--- config.mk ---
export PLATFORM = sky130hd
export DESIGN_NAME = i2c_target_regfile
export DESIGN_NICKNAME = d
export VERILOG_FILES = /design/src/rtl/i2c_pkg.sv /design/src/rtl/i2c_bus_cond.sv /design/src/rtl/i2c_target_regfile.sv
export SDC_FILE = /design/constraint.sdc
export NUM_CORES = 1
export LEC_CHECK = 0
export ABC_CLOCK_PERIOD_IN_PS = 2300
export CORE_MARGIN = 3
export CORE_UTILIZATION = 47
export DETAILED_ROUTE_END_ITERATION = 6
export HOLD_SLACK_MARGIN = 0.12
export PLACE_DENSITY = 0.81
export SYNTH_ARGS = -nofsm -noshare
export SYNTH_HDL_FRONTEND = slang
export SYNTH_SLANG_ARGS = --single-unit
--- constraint.sdc ---
create_clock -name clock -period 2.3 [get_ports clock]
set_input_delay 0.345 -clock clock [delete_from_list [all_inputs] [get_ports clock]]
set_output_delay 0.345 -clock clock [all_outputs]
set_load 0.02 [all_outputs]
--- src/rtl/i2c_pkg.sv ---
`default_nettype none
// +--------------------------------------------------------------------------+
// | i2c_pkg : shared state encoding, ACK levels and address helper           |
// | Revision: 1.1                                                            |
// +--------------------------------------------------------------------------+
package i2c_pkg;

  typedef enum logic [3:0] {
    S_IDLE,
    S_ADDR,
    S_ADDR_ACK,
    S_PTR,
    S_PTR_ACK,
    S_WDATA,
    S_WDATA_ACK,
    S_RDATA,
    S_RACK,
    S_WAIT_STOP
  } i2c_state_t;

  localparam logic ACK  = 1'b0;
  localparam logic NACK = 1'b1;

  // Low sel_w bits of the base address are replaced by the strap pins.
  function automatic logic [6:0] match_addr(input logic [6:0] dev_addr,
                                            input logic [2:0] sel,
                                            input int         sel_w);
    logic [6:0] mask;
    mask = 7'((8'd1 << sel_w) - 8'd1);
    return (dev_addr & ~mask) | ({4'b0000, sel} & mask);
  endfunction

endpackage
`default_nettype wire

--- src/rtl/i2c_bus_cond.sv ---
`default_nettype none
// +--------------------------------------------------------------------------+
// | i2c_bus_cond : SCL/SDA synchronisers, edge detect, START/STOP pulses     |
// | Revision: 1.1                                                            |
// +--------------------------------------------------------------------------+
module i2c_bus_cond #(
  parameter int SYNC_STAGES = 2
) (
  input  logic clock,
  input  logic reset,
  input  logic scl_in,
  input  logic sda_in,
  output logic sda,
  output logic scl_rise,
  output logic scl_fall,
  output logic start,
  output logic stop
);

  logic [SYNC_STAGES-1:0] r_scl_sync;
  logic [SYNC_STAGES-1:0] r_sda_sync;
  logic                   r_scl_d;
  logic                   r_sda_d;
  logic                   w_scl;
  logic                   w_sda;

  always_ff @(posedge clock or negedge reset) begin
    if (!reset) begin
      r_scl_sync <= '1;
      r_sda_sync <= '1;
      r_scl_d    <= 1'b1;
      r_sda_d    <= 1'b1;
    end else begin
      r_scl_sync <= {r_scl_sync[SYNC_STAGES-2:0], scl_in};
      r_sda_sync <= {r_sda_sync[SYNC_STAGES-2:0], sda_in};
      r_scl_d    <= w_scl;
      r_sda_d    <= w_sda;
    end
  end

  assign w_scl = r_scl_sync[SYNC_STAGES-1];
  assign w_sda = r_sda_sync[SYNC_STAGES-1];

  assign sda      = w_sda;
  assign scl_rise = w_scl & ~r_scl_d;
  assign scl_fall = ~w_scl & r_scl_d;
  // SCL must be stable high across the SDA edge for a bus condition.
  assign start    = w_scl & r_scl_d & ~w_sda & r_sda_d;
  assign stop     = w_scl & r_scl_d & w_sda & ~r_sda_d;

endmodule
`default_nettype wire

--- src/rtl/i2c_target_regfile.sv ---
`default_nettype none
// +--------------------------------------------------------------------------+
// | i2c_target_regfile : I2C target with pointer-addressed byte register bank|
// | Revision: 1.1                                                            |
// +--------------------------------------------------------------------------+
module i2c_target_regfile
  import i2c_pkg::*;
#(
  parameter int         REG_COUNT   = 28,
  parameter logic [6:0] DEV_ADDR    = 7'h50,
  parameter int         ADDR_SEL_W  = 2,
  parameter int         RO_COUNT    = 1,
  parameter int         SYNC_STAGES = 2
) (
  input  logic                         clock,
  input  logic                         reset,
  input  logic                         scl_in,
  input  logic                         sda_in,
  input  logic [ADDR_SEL_W-1:0]        addr_sel,
  input  logic [7:0]                   parallel_in,
  output logic                         sda_pull,
  output logic [8*REG_COUNT-1:0]       registers_packed,
  output logic                         wr_strobe,
  output logic [$clog2(REG_COUNT)-1:0] wr_index,
  output logic                         busy
);

  localparam int c_PW      = $clog2(REG_COUNT);
  localparam int c_RO_BASE = REG_COUNT - RO_COUNT;

  logic w_sda, w_scl_rise, w_scl_fall, w_start, w_stop;

  i2c_bus_cond #(.SYNC_STAGES(SYNC_STAGES)) u_bus_cond (
    .clock    (clock),
    .reset    (reset),
    .scl_in   (scl_in),
    .sda_in   (sda_in),
    .sda      (w_sda),
    .scl_rise (w_scl_rise),
    .scl_fall (w_scl_fall),
    .start    (w_start),
    .stop     (w_stop)
  );

  i2c_state_t            r_state, n_state;
  logic [3:0]            r_cnt, n_cnt;
  logic [7:0]            r_shift, n_shift;
  logic [c_PW-1:0]       r_ptr, n_ptr;
  logic                  r_pull, n_pull;
  logic                  r_rw, n_rw;
  logic                  r_busy, n_busy;
  logic                  r_wr_strobe, n_wr_strobe;
  logic [c_PW-1:0]       r_wr_index, n_wr_index;
  logic [ADDR_SEL_W-1:0] r_addr_sel;
  logic [7:0]            r_regs [REG_COUNT];

  logic            w_we;
  logic [7:0]      w_byte;
  logic [7:0]      w_rd_byte;
  logic            w_ro;
  logic [c_PW-1:0] w_ptr_inc;
  logic [6:0]      w_dev_addr;

  assign w_byte     = {r_shift[6:0], w_sda};
  assign w_ro       = int'(r_ptr) >= c_RO_BASE;
  assign w_rd_byte  = w_ro ? parallel_in : r_regs[r_ptr];
  assign w_ptr_inc  = (int'(r_ptr) == REG_COUNT - 1) ? '0 : r_ptr + c_PW'(1);
  assign w_dev_addr = match_addr(DEV_ADDR, 3'(r_addr_sel), ADDR_SEL_W);

  always_comb begin
    n_state     = r_state;
    n_cnt       = r_cnt;
    n_shift     = r_shift;
    n_ptr       = r_ptr;
    n_pull      = r_pull;
    n_rw        = r_rw;
    n_busy      = r_busy;
    n_wr_strobe = 1'b0;
    n_wr_index  = r_wr_index;
    w_we        = 1'b0;
    if (w_start) begin
      n_state = S_ADDR;
      n_cnt   = '0;
      n_pull  = 1'b0;
      n_busy  = 1'b1;
    end else if (w_stop) begin
      n_state = S_IDLE;
      n_pull  = 1'b0;
      n_busy  = 1'b0;
    end else begin
      case (r_state)
        S_ADDR, S_PTR, S_WDATA: begin
          if (w_scl_rise) begin
            n_shift = w_byte;
            n_cnt   = r_cnt + 4'd1;
            if (r_cnt == 4'd7) begin
              n_cnt = '0;
              case (r_state)
                S_ADDR: begin
                  if (w_byte[7:1] == w_dev_addr) begin
                    n_state = S_ADDR_ACK;
                    n_rw    = w_byte[0];
                  end else begin
                    n_state = S_WAIT_STOP;
                  end
                end
                S_PTR: begin
                  if (w_byte < 8'(REG_COUNT)) begin
                    n_ptr   = w_byte[c_PW-1:0];
                    n_state = S_PTR_ACK;
                  end else begin
                    n_state = S_WAIT_STOP;
                  end
                end
                default: begin
                  if (!w_ro) begin
                    w_we        = 1'b1;
                    n_wr_strobe = 1'b1;
                    n_wr_index  = r_ptr;
                  end
                  n_ptr   = w_ptr_inc;
                  n_state = S_WDATA_ACK;
                end
              endcase
            end
          end
        end
        // r_cnt marks whether the ACK slot has started (0) or is ending (1).
        S_ADDR_ACK, S_PTR_ACK, S_WDATA_ACK: begin
          if (w_scl_fall) begin
            if (r_cnt == 4'd0) begin
              n_pull = ~ACK;
              n_cnt  = 4'd1;
            end else begin
              n_pull = 1'b0;
              n_cnt  = '0;
              if (r_state == S_ADDR_ACK && r_rw) begin
                n_shift = w_rd_byte;
                n_pull  = ~w_rd_byte[7];
                n_state = S_RDATA;
              end else if (r_state == S_ADDR_ACK) begin
                n_state = S_PTR;
              end else begin
                n_state = S_WDATA;
              end
            end
          end
        end
        S_RDATA: begin
          if (w_scl_rise) begin
            n_cnt = r_cnt + 4'd1;
          end else if (w_scl_fall) begin
            if (r_cnt == 4'd8) begin
              n_pull  = 1'b0;
              n_cnt   = '0;
              n_state = S_RACK;
            end else begin
              n_shift = {r_shift[6:0], r_shift[7]};
              n_pull  = ~r_shift[6];
            end
          end
        end
        S_RACK: begin
          if (w_scl_rise) begin
            if (w_sda == NACK) begin
              n_state = S_WAIT_STOP;
            end else begin
              n_ptr = w_ptr_inc;
              n_cnt = 4'd1;
            end
          end else if (w_scl_fall && r_cnt == 4'd1) begin
            n_shift = w_rd_byte;
            n_pull  = ~w_rd_byte[7];
            n_cnt   = '0;
            n_state = S_RDATA;
          end
        end
        default: begin
          n_pull = 1'b0;
        end
      endcase
    end
  end

  always_ff @(posedge clock or negedge reset) begin
    if (!reset) begin
      r_state     <= S_IDLE;
      r_cnt       <= '0;
      r_shift     <= '0;
      r_ptr       <= '0;
      r_pull      <= 1'b0;
      r_rw        <= 1'b0;
      r_busy      <= 1'b0;
      r_wr_strobe <= 1'b0;
      r_wr_index  <= '0;
      r_addr_sel  <= '0;
      for (int i = 0; i < REG_COUNT; i++) r_regs[i] <= '0;
    end else begin
      r_state     <= n_state;
      r_cnt       <= n_cnt;
      r_shift     <= n_shift;
      r_ptr       <= n_ptr;
      r_pull      <= n_pull;
      r_rw        <= n_rw;
      r_busy      <= n_busy;
      r_wr_strobe <= n_wr_strobe;
      r_wr_index  <= n_wr_index;
      if (w_start) r_addr_sel <= addr_sel;
      if (w_we) r_regs[r_ptr] <= w_byte;
    end
  end

  // Read-only slots are never written, so they pack out as zero.
  for (genvar i = 0; i < REG_COUNT; i++) begin : g_pack
    assign registers_packed[8*i +: 8] = r_regs[i];
  end

  assign sda_pull  = r_pull;
  assign wr_strobe = r_wr_strobe;
  assign wr_index  = r_wr_index;
  assign busy      = r_busy;

endmodule
`default_nettype wire

==> impl_metrics.py <==
metrics = {
    "sta": {
        "final.setup.worst_slack_ns": -0.0654,
        "max_freq_ghz": 0.423,
        "final-setup-viol-count": 41,
        "maxSlewHeadroom_pct": 40.4,
        "finalHoldViolations": 0,
        "fin_crit_sh_pct": 103,
        "fin_worst_skew_ns": 0.0125,
        "tightest_slew_ns": 0.893,
        "slew_viol_final": 0,
        "post-route-min-period_ns": 2.37,
        "rsz0062_at_grt": "true",
    },
    "synthesis": {
        "synth_mux_area_share_pct": 16.5,
        "syn_nets": 1140,
        "synth_edf_count": 0,
        "ys_seq_area_share_pct": 52.0,
        "synth_compound_area_share_pct": 11.9,
        "syn_area_per_cell_um2": 11.3,
        "synthTopCellsByArea": "dfrtp_1 (51%), mux4_2 (8.4%), mux2_2 (6.5%)",
        "synth_area_um2": 12600,
        "synth.distinct_cells": 67,
        "synthSimpleGateAreaFrac_pct": 14.3,
        "yosysWarnings": 0,
        "synth_top_family_by_area": "multiplexers",
        "synthArstFlopShare_pct": 100,
        "syn_inst": 1116,
        "synth_xor_area_share_pct": 0.278,
        "yosysTopAreaCell": "dfrtp_1",
        "synth_adder_area_share_pct": 0.992,
        "ys_ff_latch": 262,
        "synth_top_cell_area_share_pct": 50.8,
        "synth-main-ff-cell": "dfrtp_1",
    },
    "critical_path": {
        "cp-end-kind": "register",
        "cp_max_fo": 8,
        "start_kind": "register",
        "required_ns": 2.70,
        "critical_path_arrival_ns": 2.77,
        "critical_path_class": "reg2reg",
    },
    "floorplanning": {
        "dieArea_um2": 28800,
        "rows": 59,
        "die_h_um": 170,
        "io_pins": 246,
        "core_area_um2": 26200,
        "start_util_pct": 48.1,
        "fp.dieW_um": 170,
    },
    "pwr": {
        "p_switching_mw": 4.85,
        "ir_worst_vdd_v": 0.000618,
        "comb_power_share_pct": 32.1,
        "swShare_pct": 34.5,
        "p_int_mw": 9.19,
        "leakagePower_nw": 7.77,
        "power_frac_clock_pct": 32.0,
        "p_seq_share_pct": 35.9,
        "power_density_nw_per_um2": 767,
    },
    "status": {
        "violations": "negative setup slack",
        "status": "finished, violations left",
    },
    "min_path": {
        "hold_path.class": "in2reg",
    },
    "detailed_routing": {
        "viasPerCell": 6.20,
        "wl_met2_um": 21700,
        "drt_iter0_markers": 1364,
        "first_pass_iters": 5,
        "met1Wirelength_um": 17800,
        "wire_per_inst_um": 25.6,
        "top_layer_used": "met4",
        "routed-wl-met3_um": 4280,
        "drc": 0,
        "ant_nets": 0,
        "via_count": 11100,
        "drt-total-wl_um": 45900,
    },
    "flow_run": {
        "drv_cap": 0,
    },
    "clock_network": {
        "numClockSinks": 262,
        "clk_pin_slew_worst_paths_ns": 0.06,
        "cts_tree": "built",
        "clock_latency_ns": 0.54,
        "htree_num_levels": 1,
        "numCtsBuffers": 27,
        "clockBufferDepth": 3,
        "cts-root-buf": "clkbuf_16",
    },
    "layout": {
        "ff_latch_area_um2": 6570,
        "final_layout_size_suffix_gt1_share_pct": 34.5,
        "syn_to_final_growth_pct": 45.2,
        "multiInputGateArea_um2": 6210,
        "stdcell_area_um2": 18300,
        "final_nets": 1465,
        "n_fill_cell": 1674,
        "diodes": 0,
        "final_cell_mix": "dfrtp_1 (252), clkdlybuf4s50_1 (244), nand2_1 (117)",
        "final_common_cell": "dfrtp_1",
        "fin_cells": 1794,
    },
    "place": {
        "dpl.cell_count": 1716,
        "placed_area_um2": 16300,
        "gp_congestion": 0.940,
        "port_buffers": 245,
        "hpwl_um": 30100,
    },
    "global_route": {
        "antenna_found_initial": 0,
        "grt_pass1_wl_um": 64800,
        "gr-total-overflow": 0,
        "grtUsageTotal_pct": 29.0,
        "grt_pass1_vias": 10600,
        "grt_max_degree": 89,
    },
}
## registers in the layout (all words and copies together), names as in the netlist, 2 cells and up
register               flops
registers_packed         224
u_bus_cond.r_sda_sync      2
u_bus_cond.r_scl_sync      2
r_state                    4
wr_index                   5
r_shift                    8
r_addr_sel                 2
r_ptr                      5
r_cnt                      4
## worst paths after layout
check | depth (start not counted) | slack [ns] | from | endpoint
max | 9 | -0.07 | r_ptr[0]$_DFFE_PN0P_ | registers_packed[42]$_DFFE_PN0P_
min | 1 | 0.22 | scl_in | u_bus_cond.r_scl_sync[0]$_DFF_PN1_
max reg2reg | 9 | -0.07 | r_ptr[0]$_DFFE_PN0P_ | registers_packed[42]$_DFFE_PN0P_
min reg2reg | 0 | 0.36 | u_bus_cond.r_scl_sync[0]$_DFF_PN1_ | u_bus_cond.r_scl_sync[1]$_DFF_PN1_
max in group asynchronous | 3 | 1.11 | reset | registers_packed[131]$_DFFE_PN0P_
min in group asynchronous | 2 | 0.34 | reset | registers_packed[153]$_DFFE_PN0P_
## cell type report
class	instances	share of cell area (%)
timing repair buffer	395	22.8
clock buffer	31	3.94
sequential	262	35.9
tap	335	2.29
multi-input combinational	742	33.9
clock inverter	16	0.950
inverter	13	0.266
## through the flow
step	setup slack [ns]	setup TNS (ns)	hold slack (ns)	utilization (%)	power, mW
floorplan	0.0104	0	0.0494	-	7.53
global placement	-0.0626	-0.0854	0.313	62.2	9.12
detailed placement	-0.0851	-3.08	0.318	62.2	9.16
CTS	0.00109	0	0.217	66.2	13.6
global route	-0.130	-7.70	0.230	69.9	14.5
finish	-0.0654	-1.08	0.224	69.9	14.0
## power by group through the flow
| stage | Combinational, mW | Clock [mW] | Sequential, mW |
|---|---|---|---|
| global route | 4.77 | 4.70 | 5.07 |
| floorplan | 2.50 | 0 | 5.02 |
| global placement | 4.03 | 0 | 5.09 |
| CTS | 4.15 | 4.48 | 5.02 |
| finish | 4.51 | 4.49 | 5.04 |
| detailed placement | 4.06 | 0 | 5.10 |
## cells in the mapped netlist (all sizes together) (7+ instances only)
cell type    n
dfrtp      256
nand2      196
o21ai      181
mux2        82
buf         56
mux4        47
clkbuf      44
nand3       35
nor2        29
a22oi       22
a21oi       15
inv         13
ha          10
mux2i       10
nand4       10
nor3         9
a211oi       7
and3b        7
## repair_timing
action                     4_1_cts  5_1_grt
hold buffers                     1        0
gates resized for setup         16      203
hold endpoints to repair        53        0
setup endpoints to repair      147      173
cloned                           3       10
setup buffers                    5       12
pin swaps                        2       53
## worst max-delay path, cell delays in order (launching register included)
cell     delay [ns]
dfrtp_4        0.52
and2_4         0.16
o311a_4        0.38
nor4_4         0.30
buf_6          0.19
buf_12         0.16
nand3_4        0.16
buf_12         0.23
nand2_4        0.05
o21ai_1        0.07
## metal layers
metal,up-vias,track usage [%]
met5,-,0
li1,4690,-
met2,734,45.8
met3,149,5.25
met1,5553,40.7
met4,0,10.7
## logic make-up after synthesis
family,count (synthesis)
AO/OA/AOI/OAI,261
XOR/XNOR,4
adder cells (fa/ha/maj),10
buffers and inverters,113
flip-flops,262
multiplexers,139
AND/OR/NAND/NOR,327
Power figures use the tool's default switching activity.
